### config.mk
export PLATFORM = sky130hd
export DESIGN_NAME = mem_phase_sequencer
export DESIGN_NICKNAME = d
export VERILOG_FILES = /design/src/rtl/mem_phase_sequencer_pkg.sv /design/src/rtl/mem_phase_ring.sv /design/src/rtl/mem_phase_sequencer.sv
export SDC_FILE = /design/constraint.sdc
export NUM_CORES = 1
export LEC_CHECK = 0
export ABC_AREA = 1
export CAP_MARGIN = 15
export CORE_ASPECT_RATIO = 0.9
export CORE_MARGIN = 2
export CORE_UTILIZATION = 41
export DETAILED_ROUTE_END_ITERATION = 10
export GPL_TIMING_DRIVEN = 0
export PLACE_DENSITY = 0.79
export SLEW_MARGIN = 5
export SYNTH_ARGS = -nofsm -noshare
export SYNTH_HDL_FRONTEND = slang
export SYNTH_SLANG_ARGS = --single-unit
### constraint.sdc
create_clock -name idclk -period 1.65 [get_ports idclk]
set_clock_uncertainty 0.1 [all_clocks]
set_input_delay 0.165 -clock idclk [delete_from_list [all_inputs] [get_ports idclk]]
set_output_delay 0.165 -clock idclk [all_outputs]
set_load 0.01 [all_outputs]
### src/rtl/mem_phase_sequencer_pkg.sv
// mem_phase_sequencer_pkg: phase encodings and shared constants for the memory phase sequencer
package mem_phase_sequencer_pkg;
   typedef enum logic [2:0] {PH_IDLE, PH_I1, PH_I2, PH_D, PH_G} phase_t;
   localparam int MIN_DADDR = 2;
endpackage

### src/rtl/mem_phase_ring.sv
// mem_phase_ring: IDLE/I1/I2/D/G frame FSM; nxt is the one-hot {I1,I2,D,G} phase entered at the next edge
module mem_phase_ring
   import mem_phase_sequencer_pkg::*;
(
   input  logic       idclk,
   input  logic       rst,
   input  logic       en,
   output phase_t     ph,
   output logic [3:0] nxt
);
   phase_t ph_n;
   always_comb begin
      ph_n = ph == PH_I1 ? PH_I2 :
             ph == PH_I2 ? PH_D  :
             ph == PH_D  ? PH_G  :
             en          ? PH_I1 : PH_IDLE;
      nxt  = {ph_n == PH_I1, ph_n == PH_I2, ph_n == PH_D, ph_n == PH_G};
   end
   always_ff @(posedge idclk)
      ph <= rst ? PH_IDLE : ph_n;
endmodule

### src/rtl/mem_phase_sequencer.sv
// mem_phase_sequencer: drives 4-cycle I1/I2/D/G frames on the shared bram and returns
// fetch/read/write responses to core 1, core 2 and the data client as one-cycle pulses.
module mem_phase_sequencer
   import mem_phase_sequencer_pkg::*;
#(
   parameter int WORD_SIZE = 16,
   parameter int INSN      = 19,
   parameter int IADDR     = 10,
   parameter int DADDR     = 4
)(
   input  logic                 idclk,
   input  logic                 rst,
   input  logic                 en,
   input  logic                 c1_req,
   input  logic [IADDR:0]       c1_addr,
   input  logic                 c2_req,
   input  logic [IADDR:0]       c2_addr,
   input  logic                 d_rd_req,
   input  logic [DADDR:0]       d_raddr,
   input  logic                 d_wr_req,
   input  logic [DADDR:0]       d_waddr,
   input  logic [WORD_SIZE-1:0] d_wdata,
   output logic                 i1re,
   output logic                 i2re,
   output logic                 dre,
   output logic                 gwe,
   output logic [IADDR:0]       i1addr,
   output logic [IADDR:0]       i2addr,
   output logic [DADDR:0]       draddr,
   output logic [DADDR:0]       dwaddr,
   output logic [WORD_SIZE-1:0] din,
   output logic                 dwe,
   input  logic [INSN:0]        i1out,
   input  logic [INSN:0]        i2out,
   input  logic [WORD_SIZE-1:0] dout,
   output logic [INSN:0]        c1_insn,
   output logic [INSN:0]        c2_insn,
   output logic                 c1_valid,
   output logic                 c2_valid,
   output logic [WORD_SIZE-1:0] d_rdata,
   output logic                 d_rvalid,
   output logic                 d_wack,
   output logic                 d_err
);
   phase_t     ph;
   logic [3:0] nxt;
   logic       f_c1, f_c2, f_rd, f_wr, w_ok, r_ok, rd_done;
   mem_phase_ring u_ring (.idclk(idclk), .rst(rst), .en(en), .ph(ph), .nxt(nxt));
   // addresses 0 and 1 have no backing storage
   always_comb begin
      w_ok    = dwaddr >= (DADDR+1)'(MIN_DADDR);
      r_ok    = draddr >= (DADDR+1)'(MIN_DADDR);
      rd_done = ph == PH_G && f_rd;
   end
   always_ff @(posedge idclk) begin
      if (rst) begin
         {i1re, i2re, dre, gwe} <= '0;
         {f_c1, f_c2, f_rd, f_wr} <= '0;
         {dwe, c1_valid, c2_valid, d_rvalid, d_wack, d_err} <= '0;
         i1addr  <= '0;
         i2addr  <= '0;
         draddr  <= '0;
         dwaddr  <= '0;
         din     <= '0;
         c1_insn <= '0;
         c2_insn <= '0;
         d_rdata <= '0;
      end else begin
         {i1re, i2re, dre, gwe} <= nxt;
         if (nxt[3]) begin
            {f_c1, f_c2, f_rd, f_wr} <= {c1_req, c2_req, d_rd_req, d_wr_req};
            i1addr <= c1_addr;
            i2addr <= c2_addr;
            draddr <= d_raddr;
            dwaddr <= d_waddr;
            din    <= d_wdata;
         end
         dwe      <= (nxt[1] | nxt[0]) & f_wr & w_ok;
         c1_valid <= ph == PH_I2 && f_c1;
         c2_valid <= ph == PH_D && f_c2;
         d_rvalid <= rd_done;
         d_wack   <= ph == PH_D && f_wr && w_ok;
         d_err    <= (ph == PH_D && f_wr && !w_ok) || (rd_done && !r_ok);
         if (ph == PH_I2 && f_c1) c1_insn <= i1out;
         if (ph == PH_D && f_c2) c2_insn <= i2out;
         if (rd_done) d_rdata <= r_ok ? dout : '0;
      end
   end
endmodule
Word-level counts from Yosys, hierarchy flattened:

Cells that the tools add are included.

* order comparisons: 2
* equality and inequality tests: 8
* muxes and demuxes: 5
* bitwise operators: 3
* reductions and logical operators: 10

Operators by type and width (number)
* 16-bit 2-to-1 mux: 1
* 3-bit by 2-bit equality test with 1-bit output (second input constant): 4
* 5-bit by 2-bit greater-or-equal comparator with 1-bit output (second input constant): 2
* 3-bit 2-to-1 mux: 3
* 1-bit logical AND: 7
* 3-bit by 1-bit equality test with 1-bit output (second input constant): 2
* 3-bit equality test (second input constant): 2
* 1-bit bitwise AND: 2
* 1-bit zero test: 2
* 1-bit logical OR: 1
* 1-bit 2-to-1 mux: 1
* 1-bit bitwise OR: 1

* bits in registers: 121
* input port bits: 111
* output and inout port bits: 114
* word-level logic and storage cells: 51

Longest topological paths before layout:

Gate-level depths: netlist of run 1.

* depth after elaboration: 8
* gate-level depth with buffers: 7
* gate-level depth less buffers: 6

Cells and area by module:

From an unflattened synthesis of run 1, not the netlist that was laid out.

* cell total of the unflattened synthesis: 671
* area total of the unflattened synthesis: 4755.8 µm²

By module, submodules not included
* mem_phase_sequencer: instances 1, cells each 651, area each 4611.9 µm², seq. area each 2362.3 µm²
* mem_phase_ring: instances 1, cells each 20, area each 143.9 µm², seq. area each 60.1 µm²

Worst setup path after synthesis of run 1:

Ideal clock, no wire load.

* kind: reg2reg
* start point: register u_ring.ph[1]
* end point: register d_rdata[10]
* library setup time: 0.071 ns
* arrival time: 1.098 ns
* required time: 1.479 ns
* path slack: 0.382 ns
* cell stages (with the launch flop): 6
* buffers on the path: 1
* clock period less this slack: 1.268 ns
* cells stage by stage: dfxtp_1 -> nor2_1 -> nand3_1 -> clkbuf_1 -> nand2_1 -> a21oi_1

* longest elaborated chain between the ends: 2

Ends and longest elaborated chain
* from (decl): RTL line mem_phase_ring.sv:8 `output phase_t ph,`
* from (signal assigned): RTL line mem_phase_ring.sv:20 `ph <= rst ? PH_IDLE : ph_n;`
* 3-bit equality test: RTL line mem_phase_sequencer.sv:53 `rd_done = ph == PH_G && f_rd;`
* 1-bit logical AND: RTL line mem_phase_sequencer.sv:53
* to (signal assigned): RTL line mem_phase_sequencer.sv:86 `if (rd_done) d_rdata <= r_ok ? dout : '0;`
* to (decl): RTL line mem_phase_sequencer.sv:40 `output logic [WORD_SIZE-1:0] d_rdata,`

Every way passes these cells.
A chain may end at the register's enable or synchronous reset.

Worst setup path in the final report of run 1:

* start point: register dwaddr[4]
* end point: output port dwaddr[4]

RTL lines
* from (decl): RTL line mem_phase_sequencer.sv:30 `output logic [DADDR:0] dwaddr,`
* from (signal assigned): RTL line mem_phase_sequencer.sv:75 `dwaddr <= d_waddr;`

No word-level cell between the ends.

==> results of run 1 <==
-- state kept, by name, indices dropped and copies added (netlist names) --
signal     cells
f_wr           1
dwe            1
c1_valid       1
c2_insn       20
f_rd           1
f_c1           1
d_err          1
dre            1
i2addr        11
draddr         5
c2_valid       1
u_ring.ph      3
c1_insn       20
f_c2           1
i1re           1
din           16
gwe            1
d_rdata       16
d_rvalid       1
i1addr        11
d_wack         1
dwaddr         5
i2re           1
-- final timing paths --
kind / from / to / slack, ps / cells past startpoint
max: dwaddr[4]$_SDFFE_PP0P_ / dwaddr[4] / 40 / 1
min: rst / i2re$_SDFF_PP0_ / 180 / 3
max reg2reg: u_ring.ph[2]$_SDFF_PP0_ / dwaddr[4]$_SDFFE_PP0P_ / 100 / 7
min reg2reg: d_rdata[2]$_SDFFE_PP0N_ / d_rdata[2]$_SDFFE_PP0N_ / 360 / 2
-- cell type report --
| type | count | area [um2] |
|---|---|---|
| inverter | 78 | 293 |
| multi-input combinational | 437 | 1850 |
| clock buffer | 23 | 488 |
| buffer | 41 | 203 |
| tap | 156 | 195 |
| sequential | 121 | 2420 |
| timing repair buffer | 225 | 2250 |
| fill | 969 | 3520 |
| clock inverter | 8 | 118 |
-- layout by cell type, fill, tap and decap left out, drive strengths merged --
cell           netlist  layout
a21boi               1       1
a21oi               18      18
and2                 1       1
buf                 30      30
bufinv               0       3
clkbuf              11      35
clkdlybuf4s50        0     223
clkinv               0       4
clkinvlp             0       1
dfxtp              121     121
dlygate4sd3          0       1
inv                 78      78
nand2               98      98
nand3               92      92
nand4                1       1
nor2               202     202
nor3                 4       4
o21ai               20      20
-- cell families (layout without fill, tap and decap cells) --
group	count (synthesis)	in the layout	synth area share
AOI/OAI and AO/OA	39	39	0.0426
and+or+nand+nor	398	398	0.345
DFF	121	121	0.512
buffers and inverters	119	375	0.101
-- metal layers --
layer  share of wire  vias to the layer above
li1                -                     2566
met1            0.43                     2238
met2            0.46                      162
met3           0.095                       19
met4           0.013                        0
met5               0                        -
-- where the power goes --
part	internal (mW)	switching (mW)	total [mW]
Clock	2.52	1.26	3.78
Combinational	0.753	0.711	1.46
Sequential	3.12	0.110	3.23
-- through the flow --
step / setup slack (ps) / cells / area [um2]
finish: 41.6 / 1089 / 7820
global route: 3.50 / 1089 / 7820
CTS: 1.32 / 1088 / 7770
detailed placement: -149 / 1056 / 7160
global placement: -121 / 1056 / 7160
floorplan: 382 / 677 / 4730
-- repair_timing --
action / CTS / global route
endpoints found under the hold margin: 6 / 0
buffers inserted: 0 / 1
gates resized for setup: 0 / 24
endpoints found under the setup margin: 0 / 81
hold buffers: 1 / 0
==> results.py, run 1 <==
metrics = {
    "hold_path": {
        "timing.hold.worst.class": "input pin to flop",
    },
    "drt": {
        "dr.first_iter.drc_count": 291,
        "post_drt_wl_per_cell_um": 12.9,
        "routed_wirelength_um": 14100,
        "detailroute.via_count": 4985,
        "detailed_router_iteration_count_before_antenna_repair": 4,
        "drt-vias-per-instance": 4.58,
        "ant_nets": 0,
        "drcViolationCount": 0,
    },
    "die": {
        "start_util": 0.417,
        "die_area_um2": 12400,
        "die_y_um": 106,
        "pin_count": 225,
        "placeableCoreArea_um2": 11300,
        "die_span_x_um": 117,
        "num_rows": 37,
    },
    "synthesis": {
        "syn-instance-count": 677,
        "yosys.area.top_type_share": 0.512,
        "yosysWarnings": 0,
        "synth_seq_cells": 121,
        "post_synth_edffs": 0,
        "synthArstFlopShare": 0,
        "library_cell_with_the_highest_instance_count_after_synthesis": "sky130_fd_sc_hd__nor2_1",
        "synth_area_per_cell_um2": 6.99,
        "share_of_the_yosys_chip_area_belonging_to_registers": 0.512,
        "synth_common_cells": "200 x sky130_fd_sc_hd__nor2_1, 121 x sky130_fd_sc_hd__dfxtp_1, 97 x sky130_fd_sc_hd__nand2_1, 92 x sky130_fd_sc_hd__nand3_1, 76 x sky130_fd_sc_hd__inv_1",
        "synthesis.nets": 788,
        "mappedNetlistArea_um2": 4730,
        "ys.flop_type": "sky130_fd_sc_hd__dfxtp_1",
        "synth_top_cell_by_area": "sky130_fd_sc_hd__dfxtp_1",
        "synth.area.top_cells": "sky130_fd_sc_hd__dfxtp_1 51%, sky130_fd_sc_hd__nor2_1 16%, sky130_fd_sc_hd__nand3_1 9.7%",
        "synth.lib_cells_used.distinct": 18,
    },
    "critical_path": {
        "critical_path.n_buffers_inverters": 1,
        "crit_fanout": 3,
        "worst_setup_path_end_kind": "primary output",
        "critical_path.max_stage_delay_ps": 580,
        "crit_required_ps": 1380,
        "crit_path_max_delay_family": "buffers and inverters",
        "crit_path_start_kind": "flop",
        "slowest_stage": "sky130_fd_sc_hd__clkdlybuf4s50_1",
        "path_cells": "clkdlybuf4s50_1",
        "worstSetupPathType": "flop to primary output",
        "timing.critical_path.arrival_ps": 1340,
    },
    "sta": {
        "hold_violations": 0,
        "report.final.slew_viol_count": 0,
        "setup_total_negative_slack_ps": 0,
        "period_needed_ps": 1610,
        "share_of_the_clock_period_used_by_the_worst_path": 0.975,
        "max_slew.worst_pin.slew_ps": 539,
        "fmaxAchievable_ghz": 0.622,
        "rsz0062_at_grt": "false",
        "slew-limit-headroom": 0.641,
        "final.hold.worst_slack_ps": 184,
        "finalSetupViolations": 0,
    },
    "grt": {
        "via_count_of_the_first_global_routing_pass": 4576,
        "grt_max_degree": 17,
        "gr-usage-all-layers": 0.225,
        "grt_antenna_before_repair": 0,
        "grt_use_met3": 0.0889,
        "global_route.usage.met2": 0.361,
        "grt_busiest_layer": "met2",
        "gr-usage-met1": 0.274,
        "grt_first_pass_wirelength_um": 21700,
        "remaining_global_route_overflow": 0,
    },
    "final_layout": {
        "nets": 1032,
        "final_core_utilization": 0.690,
        "layout-drive-gt1-share": 0.0707,
        "final_antenna_diode_count": 0,
        "flow.area_growth_from_synthesis_pct": 65.4,
    },
    "clock_tree": {
        "clock_tree.htree_level_count": 4,
        "clk_transition_reported_paths_ps": 60,
        "clk_latency_ps": 410,
        "clock_buffer_count_from_cts": 17,
        "tritoncts": "done",
        "clkSinkCount": 121,
        "clock_path_buffers": 2,
        "clock_tree.root_cell": "sky130_fd_sc_hd__clkbuf_16",
    },
    "pwr": {
        "power_density_nw_per_um2": 1080,
        "maximum_vdd_drop_mv": 0.740,
        "leakage_power_nw": 3.48,
        "finalPower_mw": 8.47,
    },
    "flow_run": {
        "max-cap-violations": 0,
    },
    "place": {
        "detailed_place_hpwl_um": 10100,
        "finalWeightedCongestion": 0.836,
        "numPortBuffers": 223,
    },
    "run_status": {
        "status": "finished, final reports clean",
    },
}
Note: power is estimated with default switching activity, not from simulation.
==> inputs of run 2 (changes only) <==
- CORE_UTILIZATION: 41 -> 37
- PLACE_DENSITY: 0.79 -> 0.76
- clock period: 1.65 -> 1.3 ns (I/O delays scaled with it)
==> results.py, run 2 (synthesized netlist as in run 1, its figures left out) <==
metrics = {
    "sta": {
        "finalSetupViolations": 65,
        "rsz0062_at_grt": "true",
        "hold_violations": 0,
        "post-route-worst-setup-slack_ps": -61.1,
        "share_of_the_clock_period_used_by_the_worst_path": 1.05,
        "report.final.slew_viol_count": 0,
        "fmaxAchievable_ghz": 0.735,
        "slew-limit-headroom": 0.609,
        "period_needed_ps": 1360,
        "max_slew.worst_pin.slew_ps": 587,
    },
    "place": {
        "numPortBuffers": 223,
        "dp_worst_setup_slack_ps": -482,
        "dpl-instance-area_um2": 7170,
        "detailed_place_hpwl_um": 10400,
        "finalWeightedCongestion": 0.830,
    },
    "final_layout": {
        "commonest_cells_after_routing_fill_and_taps_aside": "176 x sky130_fd_sc_hd__nor2_1, 117 x sky130_fd_sc_hd__dfxtp_1, 109 x sky130_fd_sc_hd__clkdlybuf4s50_1",
        "layout.cell_area.non_filler_um2": 8540,
        "flow.area_growth_from_synthesis_pct": 80.5,
        "nets": 1058,
        "reg.largest.list": "c1_insn (20), c2_insn (20)",
        "final_common_cell": "sky130_fd_sc_hd__nor2_1",
        "final_antenna_diode_count": 0,
        "layout-drive-gt1-share": 0.177,
    },
    "clock_tree": {
        "tritoncts": "done",
        "clk_transition_reported_paths_ps": 50,
        "clock_buffer_count_from_cts": 17,
        "clk_latency_ps": 410,
        "clkSinkCount": 121,
        "clock_tree.root_cell": "sky130_fd_sc_hd__clkbuf_16",
        "clock_path_buffers": 2,
        "clock_tree.htree_level_count": 4,
    },
    "die": {
        "num_rows": 39,
        "start_util": 0.376,
        "die_y_um": 111,
        "placeableCoreArea_um2": 12600,
        "die_area_um2": 13700,
        "pin_count": 225,
        "die_span_x_um": 123,
    },
    "grt": {
        "gr-usage-all-layers": 0.221,
        "grt_antenna_before_repair": 0,
        "via_count_of_the_first_global_routing_pass": 4826,
        "grt_first_pass_wirelength_um": 23600,
        "grt_max_degree": 17,
        "remaining_global_route_overflow": 0,
    },
    "critical_path": {
        "path_cells": "buf_6 -> a21boi_4 -> buf_6 -> buf_8 -> nand3_1 -> nand2_1 -> nor2_1",
        "critical_path.n_buffers_inverters": 3,
        "timing.critical_path.arrival_ps": 1570,
        "crit_path_max_delay_family": "buffers and inverters",
        "worstSetupPathType": "flop to flop",
        "crit_required_ps": 1510,
        "r2r_setup_slack_ps": -60,
        "cell_mode_on_critical_path": "sky130_fd_sc_hd__buf_6",
        "crit_fanout": 10,
        "worst_setup_path_end_kind": "flop",
        "crit_path_start_kind": "flop",
        "slowest_stage": "sky130_fd_sc_hd__dfxtp_4",
        "critical_path.max_stage_delay_ps": 380,
    },
    "drt": {
        "post_drt_wl_per_cell_um": 13.9,
        "dr.first_iter.drc_count": 235,
        "ant_nets": 0,
        "drcViolationCount": 0,
        "detailroute.via_count": 5134,
        "detailed_router_iteration_count_before_antenna_repair": 4,
        "routed_wirelength_um": 15600,
        "drt-vias-per-instance": 4.57,
    },
    "pwr": {
        "finalPower_mw": 10.9,
        "clockPowerShare": 0.425,
        "power_frac_seq": 0.378,
        "power_density_nw_per_um2": 1280,
        "part_of_the_total_power_dissipated_in_combinational_logic": 0.197,
        "netSwitchingPower_mw": 2.82,
        "leakage_power_nw": 4.18,
        "switching_share": 0.258,
        "maximum_vdd_drop_mv": 0.849,
        "intPower_mw": 8.09,
    },
    "run_status": {
        "failed_checks": "negative setup slack",
        "status": "complete, but fails checks",
    },
    "flow_run": {
        "max-cap-violations": 0,
    },
    "hold_path": {
        "timing.hold.worst.class": "input pin to flop",
    },
}
## run 2: final timing paths
check,startpoint,end,cells past startpoint
hold / removal,rst,d_rvalid$_SDFF_PP0_,3
setup / recovery,u_ring.ph[1]$_SDFF_PP0_,i1addr[7]$_SDFFE_PP0P_,7
hold reg to reg,d_rdata[15]$_SDFFE_PP0N_,d_rdata[15]$_SDFFE_PP0N_,2
setup reg to reg,u_ring.ph[1]$_SDFF_PP0_,i1addr[7]$_SDFFE_PP0P_,7
## run 2: cell type report
class / instances / area, um2
buffer: 40 / 375
clock buffer: 27 / 543
clock inverter: 5 / 56.3
fill: 1117 / 4050
inverter: 78 / 308
multi-input combinational: 437 / 2150
sequential: 121 / 2430
tap: 164 / 205
timing repair buffer: 252 / 2460
## run 2: power groups by stage
| stage | registers, mW | logic, mW | clock network (mW) |
|---|---|---|---|
| after global routing | 4.15 | 2.35 | 4.91 |
| after global placement | 4.16 | 1.82 | 0 |
| after detailed placement | 4.17 | 1.83 | 0 |
| after CTS | 4.10 | 1.96 | 4.71 |
| final | 4.12 | 2.15 | 4.63 |
| after floorplan | 4.26 | 0.745 | 0 |
## run 2: per-layer routing
layer  share of wire  global-route usage  vias to the layer above
li1                -                   -                     2624
met1            0.42               0.265                     2326
met2            0.48               0.351                      165
met3           0.087              0.0890                       19
met4           0.015              0.0856                        0
met5               0                   0                        -
## run 2: stage by stage
stage,std cells,setup TNS (ps),utilization,hold WS (ps)
floorplan,677,0,-,165
global placement,1064,-33250,0.569,327
detailed placement,1064,-35820,0.569,334
CTS,1115,-346,0.641,141
global route,1124,-7950,0.678,197
finish,1124,-1770,0.678,161
## run 2: worst reg2reg max path, cell delays in order, from the launching register on
cell and delay (ps):
sky130_fd_sc_hd__dfxtp_4 380, sky130_fd_sc_hd__buf_6 130, sky130_fd_sc_hd__a21boi_4 150, sky130_fd_sc_hd__buf_6 160, sky130_fd_sc_hd__buf_8 150, sky130_fd_sc_hd__nand3_1 80
sky130_fd_sc_hd__nand2_1 60, sky130_fd_sc_hd__nor2_1 50
## run 2: repair_timing
action,CTS,global route
setup endpoints to repair,223,144
buffers inserted,15,4
endpoints found under the hold margin,6,0
hold buffers,1,0
pin swaps,9,26
gates resized for setup,210,139
gates cloned,3,6
